==> src/rtl/capdriver_staged.sv <==
// Staged capacitor-drive update: applies a new DAC word one group at a time, MSB group first.
// Latency GROUPS+(GROUPS-1)*D cycles from accept to final write; load accepted only while ready.
module capdriver_staged #(
  parameter int WIDTH  = 16,
  parameter int GROUPS = 4,
  parameter int DLY_W  = 4
) (
  input  logic             clk,
  input  logic             rst,
  input  logic [WIDTH-1:0] dac_state,
  input  logic             dac_drive_invert,
  input  logic [DLY_W-1:0] stage_dly,
  input  logic             load,
  output logic             ready,
  output logic             busy,
  output logic             done,
  output logic [WIDTH-1:0] dac_drive
);

  localparam int GW     = WIDTH / GROUPS;
  localparam int GIDX_W = (GROUPS > 1) ? $clog2(GROUPS) : 1;
  localparam logic [GIDX_W-1:0] LAST_GRP = GIDX_W'(GROUPS - 1);

  typedef enum logic [1:0] {IDLE, UPDATE, WAIT} state_t;

  state_t             state_q, state_d;
  logic [GIDX_W-1:0]  grp_q, grp_d;
  logic [DLY_W-1:0]   cnt_q, cnt_d;
  logic [WIDTH-1:0]   shadow_state_q, shadow_state_d;
  logic               shadow_inv_q, shadow_inv_d;
  logic [DLY_W-1:0]   shadow_dly_q, shadow_dly_d;
  logic [WIDTH-1:0]   drive_q, drive_d;
  logic               done_q, done_d;
  logic [WIDTH-1:0]   target;

  // invert is active low: a cleared bit flips every drive line
  assign target = shadow_state_q ^ {WIDTH{~shadow_inv_q}};

  always_ff @(posedge clk or posedge rst) begin
    if (rst) begin
      state_q        <= IDLE;
      grp_q          <= '0;
      cnt_q          <= '0;
      shadow_state_q <= '0;
      shadow_inv_q   <= 1'b0;
      shadow_dly_q   <= '0;
      drive_q        <= '0;
      done_q         <= 1'b0;
    end else begin
      state_q        <= state_d;
      grp_q          <= grp_d;
      cnt_q          <= cnt_d;
      shadow_state_q <= shadow_state_d;
      shadow_inv_q   <= shadow_inv_d;
      shadow_dly_q   <= shadow_dly_d;
      drive_q        <= drive_d;
      done_q         <= done_d;
    end
  end

  always_comb begin
    state_d        = state_q;
    grp_d          = grp_q;
    cnt_d          = cnt_q;
    shadow_state_d = shadow_state_q;
    shadow_inv_d   = shadow_inv_q;
    shadow_dly_d   = shadow_dly_q;
    drive_d        = drive_q;
    done_d         = 1'b0;
    case (state_q)
      IDLE: begin
        if (load) begin
          shadow_state_d = dac_state;
          shadow_inv_d   = dac_drive_invert;
          shadow_dly_d   = stage_dly;
          grp_d          = LAST_GRP;
          cnt_d          = '0;
          state_d        = UPDATE;
        end
      end
      UPDATE: begin
        for (int g = 0; g < GROUPS; g++) begin
          if (GIDX_W'(g) == grp_q) drive_d[g*GW +: GW] = target[g*GW +: GW];
        end
        if (grp_q == '0) begin
          state_d = IDLE;
          done_d  = 1'b1;
        end else begin
          grp_d = grp_q - GIDX_W'(1);
          if (shadow_dly_q != '0) begin
            state_d = WAIT;
            cnt_d   = shadow_dly_q;
          end
        end
      end
      WAIT: begin
        // leaving on the count of one gives exactly D idle cycles, even for D = max
        cnt_d = cnt_q - DLY_W'(1);
        if (cnt_q == DLY_W'(1)) state_d = UPDATE;
      end
      default: state_d = IDLE;
    endcase
  end

  assign ready     = (state_q == IDLE);
  assign busy      = ~ready;
  assign done      = done_q;
  assign dac_drive = drive_q;

endmodule

==> config.mk <==
export PLATFORM = sky130hd
export DESIGN_NAME = capdriver_staged
export DESIGN_NICKNAME = d
export VERILOG_FILES = /design/src/rtl/capdriver_staged.sv
export SDC_FILE = /design/constraint.sdc
export NUM_CORES = 1
export LEC_CHECK = 0
export ABC_CLOCK_PERIOD_IN_PS = 2700
export BUFFER_PORTS_ARGS = -buffer_cell sky130_fd_sc_hd__buf_2
export CORE_MARGIN = 5
export CORE_UTILIZATION = 58
export DETAILED_ROUTE_END_ITERATION = 7
export PLACE_DENSITY = 0.8
export SYNTH_ARGS = -nofsm -noshare
export SYNTH_HDL_FRONTEND = slang
export SYNTH_SLANG_ARGS = --single-unit
==> constraint.sdc <==
create_clock -name clk -period 2.7 [get_ports clk]
set_input_delay 0.54 -clock clk [delete_from_list [all_inputs] [get_ports clk]]
set_output_delay 0.54 -clock clk [all_outputs]
set_load 0.1 [all_outputs]
==> results.md, run 1 <==
- Status: complete, no violations
- Hold WS: 0.434 ns
- Period minus WS final: around 2.1 ns
- Multiplexer area fraction after synthesis: around an eighth
- CTS tree: done
- Cells after Synth: roughly 190
- Post-CTS Setup Bufs: 0
- Nets: 266
- Synthesized cell area: roughly 2100 um2
- Synth warnings: 0
- # hold bufs at CTS: 0
- DIE AREA: 5000 um2
- Most frequent cell after synthesis: dfrtp_1
- Number of flops mapped to enable cells by yosys: 0
- Yosys reg bits: 46
- RSZ-0062 raised after global routing: false
- Final Non-Filler Cells: 281
- H-tree depth reported by CTS: 2
- First-pass GRT wire length: between 6000 and 7000 um
- Placer Congestion: 0.747
- Resized cells post-CTS: 0
- Final HPWL DP: about 2700 um
- Area of the core: ~3600 um2
- Pin count of the biggest net entering global routing: between 40 and 50
- Kind of cell adding the most delay to the critical path: buffers and inverters
- Required @ worst endpoint: about 2.2 ns
- Layout cells sized above 1: roughly 33%
- Clock transition at the registers of the reported paths: 0.08 ns
- Post-Syn Nets: roughly 220
- Fmax: about 0.48 GHz
- Placed Cells: ~270
- CP bufs+invs: 2
- Main synth FF type: dfrtp_1
- Synth Area in Compound Gates: a little under 9%
- Critical Path Sink Type: output port
- Deepest clock path buffer count: 2
- Crit path depth: 3
- Clock Sinks: 46
- Yosys cell types: 24
- Rel. slew slack: 39.4%
- Clock Latency Late Sink: ~0.30 ns
- # rows: 22
- # fillers: about 290
- Initial Utilization: about three fifths
- Via count of the first global-routing pass: roughly 1.4k
- Detailed-route wire length per cell: between 10 and 15 um
- Routed via count: ~1.4k
- Post-Synth Simple-Gate Area: between 8 and 9%
- Synth top area share: between 50% and 60%
- Post-synthesis adder-cell area fraction: between 5 and 6%
- Final ANT Viol Nets: 0
- Critical Path Max Stage Delay: around 0.47 ns
- Clock Skew: approximately 0.0064 ns
- Die Y: 70.7 um
- Cell breakdown of the critical path: inv_1 -> ha_1 -> buf_2
- Clock root cell: clkbuf_8
- Num CTS Buffers: 5
- Crit path DAT: about 1.6 ns
- ANT cells: 0
- Synth Area in XOR/XNOR: roughly 7.4%
- Type of the worst min-delay path: in2async
- CP startpoint kind: flop
- GRT Total Usage: between 10% and 20%
- Cell taking the most area after synthesis: dfrtp_1
- Grt ovf: 0
- Area Growth Syn to Fin: 16.3%
- Initial antenna violation count: 0
- R2r setup slk: about 0.8 ns
- Top cells by area, synth: dfrtp_1 (54%), mux2_2 (11%), xor2_1 (7.4%), ha_1 (5.9%), nand2_1 (5.1%)
- Final Cycle Share: between 70 and 80%
- DR DRC count: 0
- DRT iter0 DRCs: 82
- Setup-failing EPs final: 0
- Slowest cell on crit path: buf_2
- Final Max Tran Viols: 0
- CP Max Fanout: 7
- R2r worst-path depth: 5
- Post-synth top cells: dfrtp_1 (46), nand2_1 (29), mux2_2 (21)
- Die width: slightly above 70 um
- Drt via density: a little over 5
- Slew @ Worst Pin: roughly 0.91 ns
- Port-buffer cells: 42
- Final hold vios: 0
- Seq/Total Area, Yosys: between 50 and 60%
- Main combinational cell family by area after synthesis: multiplexers
- Pre-Repair DR Iteration Count: 4
- WL final: about 3800 um
- Max Cap Viol: 0
- Post-Syn Area per Cell: 11.4 um2
- Post-synth ARST share: 100%
- Worst Setup Path Type: reg2out
- Setup TNS: 0 ns
- I/O pin total: 43
-- cells by family after synthesis --
logic type,count (synthesis)
flops,46
simple gates,43
compound gates,31
mux,23
xor+xnor,18
buf+inv,16
fa+ha+maj,10
-- through the flow --
stage | utilization (%) | worst slack [ns] | instance area, um2
floorplan | - | 0.0851 | 2140
global placement | 66.2 | 0.880 | 2390
detailed placement | 66.2 | 0.802 | 2390
CTS | 68.9 | 0.600 | 2480
global route | 68.9 | 0.514 | 2480
finish | 68.9 | 0.595 | 2480
-- layer usage --
layer | share of wire [%] | vias up | global-route usage, % | wire, um
met2 | 50 | 27 | 25.0 | 1870
li1 | - | 716 | - | -
met5 | 0 | - | 0 | 0
met1 | 44 | 666 | 23.4 | 1660
met4 | 1.7 | 0 | 6.05 | 63
met3 | 4.1 | 7 | 4.69 | 154
-- cell usage in the layout (no fill, tap or decap), types with 3 or more instances in the layout --
cell type,n
a21oi_1,3
a22oi_1,3
buf_2,42
clkbuf_8,6
dfrtp_1,46
ha_1,10
inv_1,10
mux2_2,21
nand2_1,29
nor2_1,6
o21ai_0,18
o31ai_1,3
xor2_1,18
-- flip-flops by register name, indices dropped and copies added (netlist names) --
name / count
dac_drive: 16
shadow_inv_q: 1
state_q: 2
done: 1
shadow_dly_q: 4
grp_q: 2
cnt_q: 4
shadow_state_q: 16
-- final cells by class --
type	count	area (um2)	share of cell area [%]
well taps	48	60.1	2.42
multi-input cells	125	918	37.0
clock inverters	2	12.5	0.504
inverters	11	41.3	1.66
clock buffers	6	82.6	3.32
flip-flops and latches	46	1150	46.3
repair buffers	43	218	8.77
-- worst paths after layout --
check	start	end
worst max-delay path	state_q[0]$_DFFE_PP0P_	ready
worst min register to register	dac_drive[11]$_DFFE_PP0P_	dac_drive[11]$_DFFE_PP0P_
worst max register to register	state_q[1]$_DFFE_PP0P_	cnt_q[2]$_DFFE_PP0P_
min in group clk	dac_state[11]	shadow_state_q[11]$_DFFE_PP0P_
worst min-delay path	rst	shadow_state_q[15]$_DFFE_PP0P_
max in group asynchronous	rst	shadow_dly_q[2]$_DFFE_PP0P_
Power of run 1 is left out: the tool's default activity adds up to more than one toggle a clock period on the data nets, which glitch-free logic cannot reach.
==> run 2: changes to the inputs <==
==> config.mk (replaced) <==
export PLATFORM = sky130hd
export DESIGN_NAME = capdriver_staged
export DESIGN_NICKNAME = d
export VERILOG_FILES = /design/src/rtl/capdriver_staged.sv
export SDC_FILE = /design/constraint.sdc
export NUM_CORES = 1
export LEC_CHECK = 0
export ABC_CLOCK_PERIOD_IN_PS = 2100
export BUFFER_PORTS_ARGS = -buffer_cell sky130_fd_sc_hd__buf_2
export CORE_MARGIN = 5
export CORE_UTILIZATION = 54
export DETAILED_ROUTE_END_ITERATION = 7
export PLACE_DENSITY = 0.75
export SYNTH_ARGS = -nofsm -noshare
export SYNTH_HDL_FRONTEND = slang
export SYNTH_SLANG_ARGS = --single-unit
==> constraint.sdc (replaced) <==
create_clock -name clk -period 2.1 [get_ports clk]
set_input_delay 0.42 -clock clk [delete_from_list [all_inputs] [get_ports clk]]
set_output_delay 0.42 -clock clk [all_outputs]
set_load 0.1 [all_outputs]
==> results.md, run 2 (synthesis gave the netlist of run 1 again) <==
- Worst slack, placed: 0.319 ns (was 0.802 ns)
- Placer Congestion: 0.848 (was 0.747)
- Type of the worst min-delay path: in2async (unchanged)
- Clock root cell: clkbuf_8 (unchanged)
- DRT iter0 DRCs: 39 (was 82)
- Final Max Tran Viols: 0 (unchanged)
- Clock Latency Late Sink: 0.30 ns (about the same)
- Area Growth Syn to Fin: 17.4% (was 16.3%)
- Setup TNS: 0 ns (unchanged)
- Kind of cell adding the most delay to the critical path: buffers and inverters (unchanged)
- Final Cycle Share: slightly above 90%
- R2r worst-path depth: 6 (was 5)
- # hold bufs at CTS: 0 (unchanged)
- Port-buffer cells: 42 (unchanged)
- ANT cells: 0 (unchanged)
- Period minus WS final: 1.93 ns
- Area of the core: 3740 um2 (was 3610 um2)
- Critical Path Max Stage Delay: 0.45 ns (was 0.47 ns)
- DR DRC count: 0 (unchanged)
- Slew @ Worst Pin: 0.547 ns (was 0.908 ns)
- CP bufs+invs: 2 (unchanged)
- # rows: 22 (unchanged)
- Clock Skew: 0.00576 ns (was 0.00643 ns)
- Setup ws final: 0.168 ns (was 0.595 ns)
- Worst Setup Path Type: reg2out (unchanged)
- Initial Utilization: 57.1% (was 59.2%)
- GRT Total Usage: 16.3% (was 16.7%)
- Required @ worst endpoint: 1.68 ns (was 2.16 ns)
- Slowest cell on crit path: buf_2 (unchanged)
- R2r setup slk: 0.28 ns (was 0.80 ns)
- Post-layout util: 67.0% (was 68.9%)
- Crit path depth: 3 (unchanged)
- Detailed-route wire length per cell: 13.6 um (was 13.3 um)
- Grt ovf: 0 (unchanged)
- Critical Path Sink Type: output port (unchanged)
- CP startpoint kind: flop (unchanged)
- Routed via count: 1,451 (was 1,416)
- Initial antenna violation count: 0 (unchanged)
- Critical path startpoint: state_q[0]$_DFFE_PP0P_ (unchanged)
- Fmax: between 0.5 and 0.6 GHz
- CTS tree: done (unchanged)
- Clock transition at the registers of the reported paths: 0.09 ns (was 0.08 ns)
- WL final: 3870 um (was 3750 um)
- Setup-failing EPs final: 0 (unchanged)
- First-pass GRT wire length: 6620 um (was 6580 um)
- CP Capture Point: ready (unchanged)
- Most frequent cells in the layout: dfrtp_1 (46), buf_2 (42), nand2_1 (29) (unchanged)
- H-tree depth reported by CTS: 2 (unchanged)
- RR Startpoint: grp_q[0]$_DFFE_PP0P_ (was state_q[1]$_DFFE_PP0P_)
- Max Cap Viol: 0 (unchanged)
- Clock Sinks: 46 (unchanged)
- Worst R2R End: cnt_q[0]$_DFFE_PP0P_ (was cnt_q[2]$_DFFE_PP0P_)
- Rel. slew slack: 63.5% (was 39.4%)
- Resized cells post-CTS: 0 (unchanged)
- Most common cell after layout, fill and taps aside: dfrtp_1 (unchanged)
- Die width: 72.9 um (was 70.7 um)
- Num CTS Buffers: 5 (unchanged)
- Crit path DAT: 1.51 ns (was 1.57 ns)
- Drt via density: 5.09 (was 5.04)
- Status: complete, no violations (unchanged)
- Final hold vios: 0 (unchanged)
- Die Y: 72.9 um (was 70.7 um)
- Pin count of the biggest net entering global routing: 27 (was 47)
- CP Max Fanout: 7 (unchanged)
- DIE AREA: 5310 um2 (was 5000 um2)
- Nets: 270 (was 266)
- Cell breakdown of the critical path: inv_1 -> ha_2 -> buf_2 (was inv_1 -> ha_1 -> buf_2)
- Final HPWL DP: 3010 um (was 2740 um)
- Pre-Repair DR Iteration Count: 4 (unchanged)
- Deepest clock path buffer count: 2 (unchanged)
- Layout cells sized above 1: 33.8% (was 32.6%)
- Final ANT Viol Nets: 0 (unchanged)
- RSZ-0062 raised after global routing: false (unchanged)
- Via count of the first global-routing pass: 1,427 (was 1,384)
- Post-CTS Setup Bufs: 0 (unchanged)
- I/O pin total: 43 (unchanged)
[run 2: cell types whose count changed in the layout (fill, tap and decap cells not counted)]
cell and delta:
buf_4 +4, clkbuf_1 +1, clkbuf_8 -1, clkinv_4 +1, clkinvlp_4 -1, ha_1 -1, ha_2 +1
[run 2: final cells by class]
| class | count | area [um2] |
|---|---|---|
| fillers | 311 | 1240 |
| flip-flops and latches | 46 | 1150 |
| multi-input cells | 125 | 921 |
| repair buffers | 47 | 248 |
| clock buffers | 6 | 72.6 |
| well taps | 48 | 60.1 |
| inverters | 11 | 41.3 |
| clock inverters | 2 | 13.8 |
[run 2: how the worst min path moves through the flow]
stage	start	to	slack, ns
4_1_cts	rst	dac_drive[5]$_DFFE_PP0P_	0.16
2_1_floorplan	cnt_q[1]$_DFFE_PP0P_	cnt_q[1]$_DFFE_PP0P_	0.48
5_1_grt	rst	dac_drive[5]$_DFFE_PP0P_	0.18
3_5_place_dp	dac_drive[13]$_DFFE_PP0P_	dac_drive[13]$_DFFE_PP0P_	0.46
6_report	rst	dac_drive[5]$_DFFE_PP0P_	0.15
3_3_place_gp	dac_drive[12]$_DFFE_PP0P_	dac_drive[12]$_DFFE_PP0P_	0.46
[run 2: layer usage]
metal / wire length [um] / vias up / part of all wire, % / track usage (%)
li1: - / 719 / - / -
met1: 1710 / 685 / 44 / 21.0
met2: 1870 / 41 / 48 / 26.3
met3: 249 / 6 / 6.4 / 4.96
met4: 42 / 0 / 1.1 / 4.92
met5: 0 / - / 0 / 0
[run 2: stage by stage]
stage | hold WS (ns) | instance area [um2] | std cells
finish | 0.154 | 2510 | 285
global route | 0.184 | 2510 | 285
CTS | 0.159 | 2510 | 285
detailed placement | 0.465 | 2420 | 277
global placement | 0.456 | 2420 | 277
floorplan | 0.479 | 2140 | 187
Power of run 2 is left out for the same reason.
